===== src/rtl/instr_loader_if.sv =====
// Byte-stream and instruction-memory port bundle for instr_loader.
// master drives the program byte stream; slave is the loader itself.
interface instr_loader_if #(
  parameter int ADDR_W = 5
);
  logic [7:0]        IN_DATA;
  logic              IN_VALID;
  logic              IN_READY;
  logic              IM_WE;
  logic [ADDR_W-1:0] IM_ADDR;
  logic [31:0]       IM_WDATA;
  logic              START;
  logic              BUSY;
  logic              ERR;

  modport master (
    output IN_DATA, IN_VALID,
    input  IN_READY, IM_WE, IM_ADDR, IM_WDATA, START, BUSY, ERR
  );

  modport slave (
    input  IN_DATA, IN_VALID,
    output IN_READY, IM_WE, IM_ADDR, IM_WDATA, START, BUSY, ERR
  );
endinterface


===== src/rtl/instr_loader.sv =====
// Boot loader: header byte N, then N big-endian 32-bit words written to instruction memory.
// Define INSTR_LOADER_CHECKSUM_EN to require a trailing XOR checksum byte (CHK state).
module instr_loader #(
  parameter int ADDR_W = 5
) (
  input logic           CLK,
  input logic           RST_N,
  instr_loader_if.slave bus
);
  localparam int DEPTH = 1 << ADDR_W;

`ifdef INSTR_LOADER_CHECKSUM_EN
  typedef enum logic [2:0] {IDLE, LOAD, CHK, DONE, FAIL} state_t;
`else
  typedef enum logic [1:0] {IDLE, LOAD, DONE, FAIL} state_t;
`endif

  state_t            state;
  logic [1:0]        byte_cnt;
  logic [ADDR_W-1:0] word_idx;
  logic [ADDR_W-1:0] last_idx;
  logic [23:0]       asm_q;
`ifdef INSTR_LOADER_CHECKSUM_EN
  logic [7:0]        csum;
`endif
  logic              xfer;
  logic [31:0]       hdr_n;

  assign xfer  = bus.IN_VALID && bus.IN_READY;
  assign hdr_n = {24'd0, bus.IN_DATA};

  // All outputs are registered; IM_WE defaults low so each write is a single-cycle pulse.
  always_ff @(posedge CLK or negedge RST_N) begin
    if (!RST_N) begin
      state        <= IDLE;
      byte_cnt     <= 2'd0;
      word_idx     <= '0;
      last_idx     <= '0;
      asm_q        <= 24'd0;
`ifdef INSTR_LOADER_CHECKSUM_EN
      csum         <= 8'd0;
`endif
      bus.IN_READY <= 1'b0;
      bus.IM_WE    <= 1'b0;
      bus.IM_ADDR  <= '0;
      bus.IM_WDATA <= 32'd0;
      bus.START    <= 1'b0;
      bus.BUSY     <= 1'b0;
      bus.ERR      <= 1'b0;
    end else begin
      bus.IM_WE <= 1'b0;
      case (state)
        IDLE: begin
          bus.IN_READY <= 1'b1;
          if (xfer) begin
            if (hdr_n == 32'd0 || hdr_n > 32'(DEPTH)) begin
              state        <= FAIL;
              bus.IN_READY <= 1'b0;
              bus.ERR      <= 1'b1;
            end else begin
              state    <= LOAD;
              bus.BUSY <= 1'b1;
              last_idx <= ADDR_W'(hdr_n - 32'd1);
            end
          end
        end

        LOAD: begin
          if (xfer) begin
            asm_q    <= {asm_q[15:0], bus.IN_DATA};
            byte_cnt <= byte_cnt + 2'd1;
`ifdef INSTR_LOADER_CHECKSUM_EN
            csum     <= csum ^ bus.IN_DATA;
`endif
            // Fourth byte completes a word: the write goes out on the following cycle.
            if (byte_cnt == 2'd3) begin
              bus.IM_WE    <= 1'b1;
              bus.IM_ADDR  <= word_idx;
              bus.IM_WDATA <= {asm_q, bus.IN_DATA};
              word_idx     <= word_idx + 1'b1;
              if (word_idx == last_idx) begin
`ifdef INSTR_LOADER_CHECKSUM_EN
                state        <= CHK;
`else
                state        <= DONE;
                bus.BUSY     <= 1'b0;
                bus.IN_READY <= 1'b0;
                bus.START    <= 1'b1;
`endif
              end
            end
          end
        end

`ifdef INSTR_LOADER_CHECKSUM_EN
        CHK: begin
          if (xfer) begin
            bus.BUSY     <= 1'b0;
            bus.IN_READY <= 1'b0;
            if (bus.IN_DATA == csum) begin
              state     <= DONE;
              bus.START <= 1'b1;
            end else begin
              state   <= FAIL;
              bus.ERR <= 1'b1;
            end
          end
        end
`endif

        DONE, FAIL: ;

        default: ;
      endcase
    end
  end
endmodule


===== src/flat_wrapper.sv =====
// flat-port wrapper written by rule: the top's interface ports become plain ports
module instr_loader_flat 
#(
  parameter int ADDR_W = 5
)
  (CLK, RST_N, bus_IN_DATA, bus_IN_VALID, bus_IN_READY, bus_IM_WE, bus_IM_ADDR, bus_IM_WDATA, bus_START, bus_BUSY, bus_ERR);
  instr_loader_if #(.ADDR_W(ADDR_W)) bus_i ();
  input logic CLK;
  input logic RST_N;
  input wire logic [$bits(bus_i.IN_DATA)-1:0] bus_IN_DATA;
  input wire logic [$bits(bus_i.IN_VALID)-1:0] bus_IN_VALID;
  output wire logic [$bits(bus_i.IN_READY)-1:0] bus_IN_READY;
  output wire logic [$bits(bus_i.IM_WE)-1:0] bus_IM_WE;
  output wire logic [$bits(bus_i.IM_ADDR)-1:0] bus_IM_ADDR;
  output wire logic [$bits(bus_i.IM_WDATA)-1:0] bus_IM_WDATA;
  output wire logic [$bits(bus_i.START)-1:0] bus_START;
  output wire logic [$bits(bus_i.BUSY)-1:0] bus_BUSY;
  output wire logic [$bits(bus_i.ERR)-1:0] bus_ERR;
  assign bus_i.IN_DATA = bus_IN_DATA;
  assign bus_i.IN_VALID = bus_IN_VALID;
  assign bus_IN_READY = bus_i.IN_READY;
  assign bus_IM_WE = bus_i.IM_WE;
  assign bus_IM_ADDR = bus_i.IM_ADDR;
  assign bus_IM_WDATA = bus_i.IM_WDATA;
  assign bus_START = bus_i.START;
  assign bus_BUSY = bus_i.BUSY;
  assign bus_ERR = bus_i.ERR;
  instr_loader #(.ADDR_W(ADDR_W)) u_core (.CLK(CLK), .RST_N(RST_N), .bus(bus_i));
endmodule

===== config.mk =====
export PLATFORM = sky130hd
export DESIGN_NAME = instr_loader_flat
export DESIGN_NICKNAME = d
export VERILOG_FILES = /design/src/rtl/instr_loader_if.sv /design/src/rtl/instr_loader.sv /design/src/flat_wrapper.sv
export SDC_FILE = /design/constraint.sdc
export NUM_CORES = 1
export LEC_CHECK = 0
export CORE_MARGIN = 8
export CORE_UTILIZATION = 57
export DETAILED_ROUTE_END_ITERATION = 12
export PLACE_DENSITY = 0.94
export RECOVER_POWER = 100
export SETUP_SLACK_MARGIN = 0.02
export SYNTH_ARGS = -nofsm -noshare
export SYNTH_HDL_FRONTEND = slang
export SYNTH_SLANG_ARGS = --single-unit

===== constraint.sdc =====
create_clock -name CLK -period 4.4 [get_ports CLK]
set_input_delay 0.88 -clock CLK [delete_from_list [all_inputs] [get_ports CLK]]
set_output_delay 0.88 -clock CLK [all_outputs]
set_load 0.005 [all_outputs]

-- Word-level counts from Yosys, hierarchy flattened
Cells that the tools add are included.
Widths: inputs -> output; s select.
- add/subtract/negate cells: 3
- magnitude comparators: 1
- eq/ne operators: 8
- mux-type cells: 18
- bitwise gates (word level): 1
- reduce and logical (&&, ||, !) cells: 13
- operators with widths (cell ; number):
    $logic_not 32->1 ; 1
    $mux 1 ; 10
    $mux 2 ; 5
    $reduce_and 3->1 ; 3
    $gt 8x6->1 const B ; 1
    $ne 2x1->1 const B ; 4
    $reduce_and 4->1 ; 2
    $reduce_and 6->1 ; 1
    $add 5x1->5 const B ; 1
    $eq 5x5->1 ; 1
    $reduce_and 5->1 ; 1
    $sub 5x1->5 const B ; 1
    $pmux 1 s2 ; 2
    $pmux 2 s2 ; 1
    $add 2x1->2 const B ; 1
    $eq 2x1->1 const B ; 1
    $eq 2x2->1 const B ; 1
    $logic_not 2->1 ; 1
    $ne 2x2->1 const B ; 1
    $reduce_and 2->1 ; 1
    $reduce_bool 2->1 ; 1
    $logic_and 1x1->1 ; 1
    $logic_or 1x1->1 ; 1
    $not 1->1 ; 1
- register bits: 80
- bits of input ports: 11
- word-level logic and storage cells: 56

-- Longest topological paths before layout
- depth after elaboration: 5
- mapped depth: 7
- gate-level depth less buffers: 6

-- Worst setup path before layout
OpenSTA, ideal clock, no wires.
- path type: input-to-reg
- from: input bus_IN_DATA[0]
- to: register u_core.last_idx[0]
- arrival time: 2.095 ns
- required time: 4.275 ns
- slack: 2.181 ns
- cell stages on the path: 6
- buffers on the path: 0
- cell sequence: inv_1 > ha_1 > nor4b_2 > mux2i_1 > nor3_4 > mux2_2
- word-level cells in the longest chain between the ends: 4
- elaborated cells between the ends (all ways): 6
- ends and longest elaborated chain (element ; RTL line ; RTL):
    from (decl) ; flat_wrapper.sv:10 ; input wire logic [$bits(bus_i.IN_DATA)-1:0] bus_IN_DATA;
    $gt 8x6->1 / $logic_not 32->1 (equally long branches) ; instr_loader.sv:56 ; if (hdr_n == 32'd0 || hdr_n > 32'(DEPTH)) begin
    $logic_or 1x1->1 ; instr_loader.sv:56 ;
    $not 1->1 (no source line) ; n/a ;
    $reduce_and 3->1 (no source line) ; n/a ;
    to (signal assigned) ; instr_loader.sv:63 ; last_idx <= ADDR_W'(hdr_n - 32'd1);
    to (decl) ; instr_loader.sv:21 ; logic [ADDR_W-1:0] last_idx;
Several ways; a longest one is shown, not always the timed one.
A chain may end at the register's enable or synchronous reset.

-- Worst setup path after layout
- from: input bus_IN_VALID
- to: register u_core.word_idx[4]
- word-level cells in the longest chain between the ends: 2
- ends and longest elaborated chain (element ; RTL line ; RTL):
    from (decl) ; flat_wrapper.sv:11 ; input wire logic [$bits(bus_i.IN_VALID)-1:0] bus_IN_VALID;
    $logic_and 1x1->1 ; instr_loader.sv:29 ; assign xfer = bus.IN_VALID && bus.IN_READY;
    $reduce_and 3->1 (no source line) ; n/a ;
    to (signal assigned) ; instr_loader.sv:80 ; word_idx <= word_idx + 1'b1;
    to (decl) ; instr_loader.sv:20 ; logic [ADDR_W-1:0] word_idx;
Every way passes these cells.

==> results.sh <==
export IMPL_syn_nets=354
export IMPL_place_congestion=0.745
export IMPL_ctsHoldBuffers=0
export IMPL_crit_family="buffers and inverters"
export IMPL_grt_max_degree=81
export IMPL_placement_rows=27
export IMPL_grt_busiest_layer="met2"
export IMPL_syn_to_final_growth_pct=23.7
export IMPL_cts_buffers=9
export IMPL_critical_path_class="input pin to flop"
export IMPL_h_tree_depth=3
export IMPL_tightestPinTransition_ns=1.87
export IMPL_seq_area_um2=2000
export IMPL_n_antenna_cell=0
export IMPL_violations="capacitance limit, slew limit"
export IMPL_final_antenna_net_count=0
export IMPL_maxSlewHeadroom_pct=-24.8
export IMPL_cts_resized=0
export IMPL_nFillCells=392
export IMPL_io_buffers=52
export IMPL_leakage_uw=0.00213
export IMPL_synth_area_leaders="dfrtp_1, nand2_1, xnor2_1, ha_1, mux2_2"
export IMPL_path_depth=7
export IMPL_netlist_cell_type_count=33
export IMPL_whs_path_depth=2
export IMPL_overflow=0
export IMPL_yosys_warnings=0
export IMPL_ys_seq_area_share_pct=62.1
export IMPL_drc_errors=0
export IMPL_grt_antenna_before_repair=0
export IMPL_status="finished with violations"
export IMPL_cts_setup_buffers=0
export IMPL_die_width_um=91.2
export IMPL_start_util_pct=58.9
export IMPL_maxCapViolations=1
export IMPL_synthXorXnorAreaFrac_pct=3.53
export IMPL_fin_nets=404
export IMPL_wl_per_cell_um=14.8
export IMPL_finalHoldViolCount=0
export IMPL_grt_pass1_wl_um=11900
export IMPL_end_kind="flop"
export IMPL_dr_pass1_iters=4
export IMPL_dieArea_um2=8320
export IMPL_critical_path_startpoint_type="input pin"
export IMPL_yosysTopAreaCellShare_pct=62.1
export IMPL_hpwl_um=4470
export IMPL_ir_worst_vdd_mv=0.494
export IMPL_slowest_delay_ns=0.95
export IMPL_wl_um=6900
export IMPL_yosysTopAreaCell="dfrtp_1"
export IMPL_vias=2430
export IMPL_initialDrtViolationCount=175
export IMPL_setup_viol=0
export IMPL_synth_simple_area_share_pct=25.8
export IMPL_vias_per_cell=5.21
export IMPL_use_met1_pct=20.7
export IMPL_fin_crit_ns=3.39
export IMPL_cts_tree="done"
export IMPL_clkTransAtPathRegs_ns=0.08
export IMPL_multiInputGateArea_um2=1120
export IMPL_rsz0062_at_grt="false"
export IMPL_io_pins=53
export IMPL_coreArea_um2=5470
export IMPL_met3_usage_pct=5.35
export IMPL_cp_required_ns=4.64
export IMPL_final_max_slew_viol_count=81
export IMPL_syn_area_um2=3220
export IMPL_grt_util_all_layers_pct=17.9
export IMPL_syn_inst=339
export IMPL_hold_class="flop to flop"
export IMPL_crit_chain="dlygate4sd3_1 > and4b_1 > buf_4 > nand2_4 > inv_1 > nand4_1 > xnor2_1"
export IMPL_p_per_area_nw_per_um2=655
export IMPL_synth_compound_area_share_pct=2.33
export IMPL_cts_sinks=80
export IMPL_clk_latency_ns=0.36
export IMPL_synth_seq_cells=80
export IMPL_critPathMaxFanout=44
export IMPL_synth_top_family_by_area="simple AND/OR/NAND/NOR gates"
export IMPL_fin_skew_ns=0.00605
export IMPL_cp_arrival_ns=3.63
export IMPL_grt_pass1_vias=2486
export IMPL_crit_buf_inv=3
export IMPL_fin_hold_ws_ns=0.470
export IMPL_cts_root_buf="clkbuf_8"
export IMPL_grt_util_met2_pct=28.8
export IMPL_power_total_uw=2610
export IMPL_period_share_pct=77.1
export IMPL_reg2reg_depth=6
export IMPL_synth_fa_ha_area_share_pct=1.55
export IMPL_final_common_cell="nand2_1"
export IMPL_clock_path_buffers=2
export IMPL_drive_above_1_share_pct=5.84
export IMPL_avgSynthCellArea_um2=9.51
export IMPL_fin_tns_setup_ns=0
export IMPL_synth_mux_area_share_pct=2.02
export IMPL_fmax_ghz=0.295
export IMPL_die_h_um=91.2
export IMPL_cp_slowest_cell="inv_1"
export IMPL_final_core_util_pct=72.9
export IMPL_final_cell_mix="nand2_1, dfrtp_1, dlygate4sd3_1, clkbuf_8, xnor2_1"
sequential cells by signal (all words and copies together), names as in the netlist:
name / cells
u_core.byte_cnt: 2
u_core.asm_q: 24
u_core.bus.BUSY: 1
u_core.bus.IM_WDATA: 32
u_core.word_idx: 5
u_core.bus.START: 1
u_core.bus.IN_READY: 1
u_core.state: 2
u_core.bus.ERR: 1
u_core.last_idx: 5
u_core.bus.IM_ADDR: 5
u_core.bus.IM_WE: 1
stage by stage:
step	worst slack [ns]	cell area, µm²	instances
finish	1.01	3990	466
global route	0.802	3990	466
CTS	1.51	4010	466
detailed placement	1.13	3780	450
global placement	1.24	3780	450
floorplan	2.18	3220	339
logic make-up (layout without fill, tap and decap cells):
group / count (synthesis) / count (layout)
flops: 80 / 80
xor+xnor: 13 / 13
fa+ha+maj: 4 / 4
compound gates: 11 / 11
buf+inv: 20 / 75
simple gates: 205 / 205
mux: 6 / 6
power breakdown:
group | switching [µW] | leakage [µW] | internal (µW)
combinational | 389 | 0.000996 | 381
clock | 255 | 0.000117 | 367
sequential | 198 | 0.00102 | 1020
total | 841 | 0.00213 | 1770
tightest hold or removal path, delay by kind of cell, from the launching register on:
family	cells	cell delay, ns
flip-flops	1	0.34
AND/OR/NAND/NOR	2	0.10
area by class of cell:
cell class | count | share of cell area [%]
Sequential cell | 80 | 50.2
Multi-Input combinational cell | 239 | 28.1
Timing Repair Buffer | 53 | 13.1
Clock buffer | 14 | 4.33
Tap cell | 72 | 2.26
Clock inverter | 2 | 1.51
Inverter | 6 | 0.564
cell usage after synthesis (all sizes together):
cell and n:
or2 1, nand3b 1, nand4 2, o21ai 5, nand3 2, buf 9, clkbuf 5, inv 6
nor3 4, and4b 1, nor2 4, nand2 186, ha 4, nor4b 1, a21o 1, xnor2 10
nand2b 1, mux2 4, nor4 1, xor2 3, dfrtp 80, nor3b 1, a211oi 1, a21oi 1
o32a 1, o31ai 1, mux2i 2, a41o 1
path summary, 6_finish.rpt:
| path | startpoint | endpoint | slack (ns) |
|---|---|---|---|
| max reg2reg | u_core.state[1]$_DFFE_PN0P_ | u_core.word_idx[4]$_DFFE_PN0P_ | 1.64 |
| min | u_core.bus.IM_WDATA[21]$_DFFE_PN0P_ | u_core.bus.IM_WDATA[21]$_DFFE_PN0P_ | 0.47 |
| max in group asynchronous | RST_N | u_core.asm_q[2]$_DFFE_PN0P_ | 2.26 |
| max | bus_IN_VALID | u_core.word_idx[4]$_DFFE_PN0P_ | 1.01 |
| min in group asynchronous | RST_N | u_core.bus.IM_WDATA[4]$_DFFE_PN0P_ | 1.03 |
| min reg2reg | u_core.bus.IM_WDATA[21]$_DFFE_PN0P_ | u_core.bus.IM_WDATA[21]$_DFFE_PN0P_ | 0.47 |
metal layers:
metal | part of all wire (%) | routed length (µm) | up-vias
met5 | 0 | 0 | -
met3 | 6.0 | 414 | 16
met2 | 51 | 3490 | 65
met4 | 2.2 | 153 | 0
li1 | - | - | 1158
met1 | 41 | 2850 | 1191
Note: power is estimated with default switching activity, not from simulation.
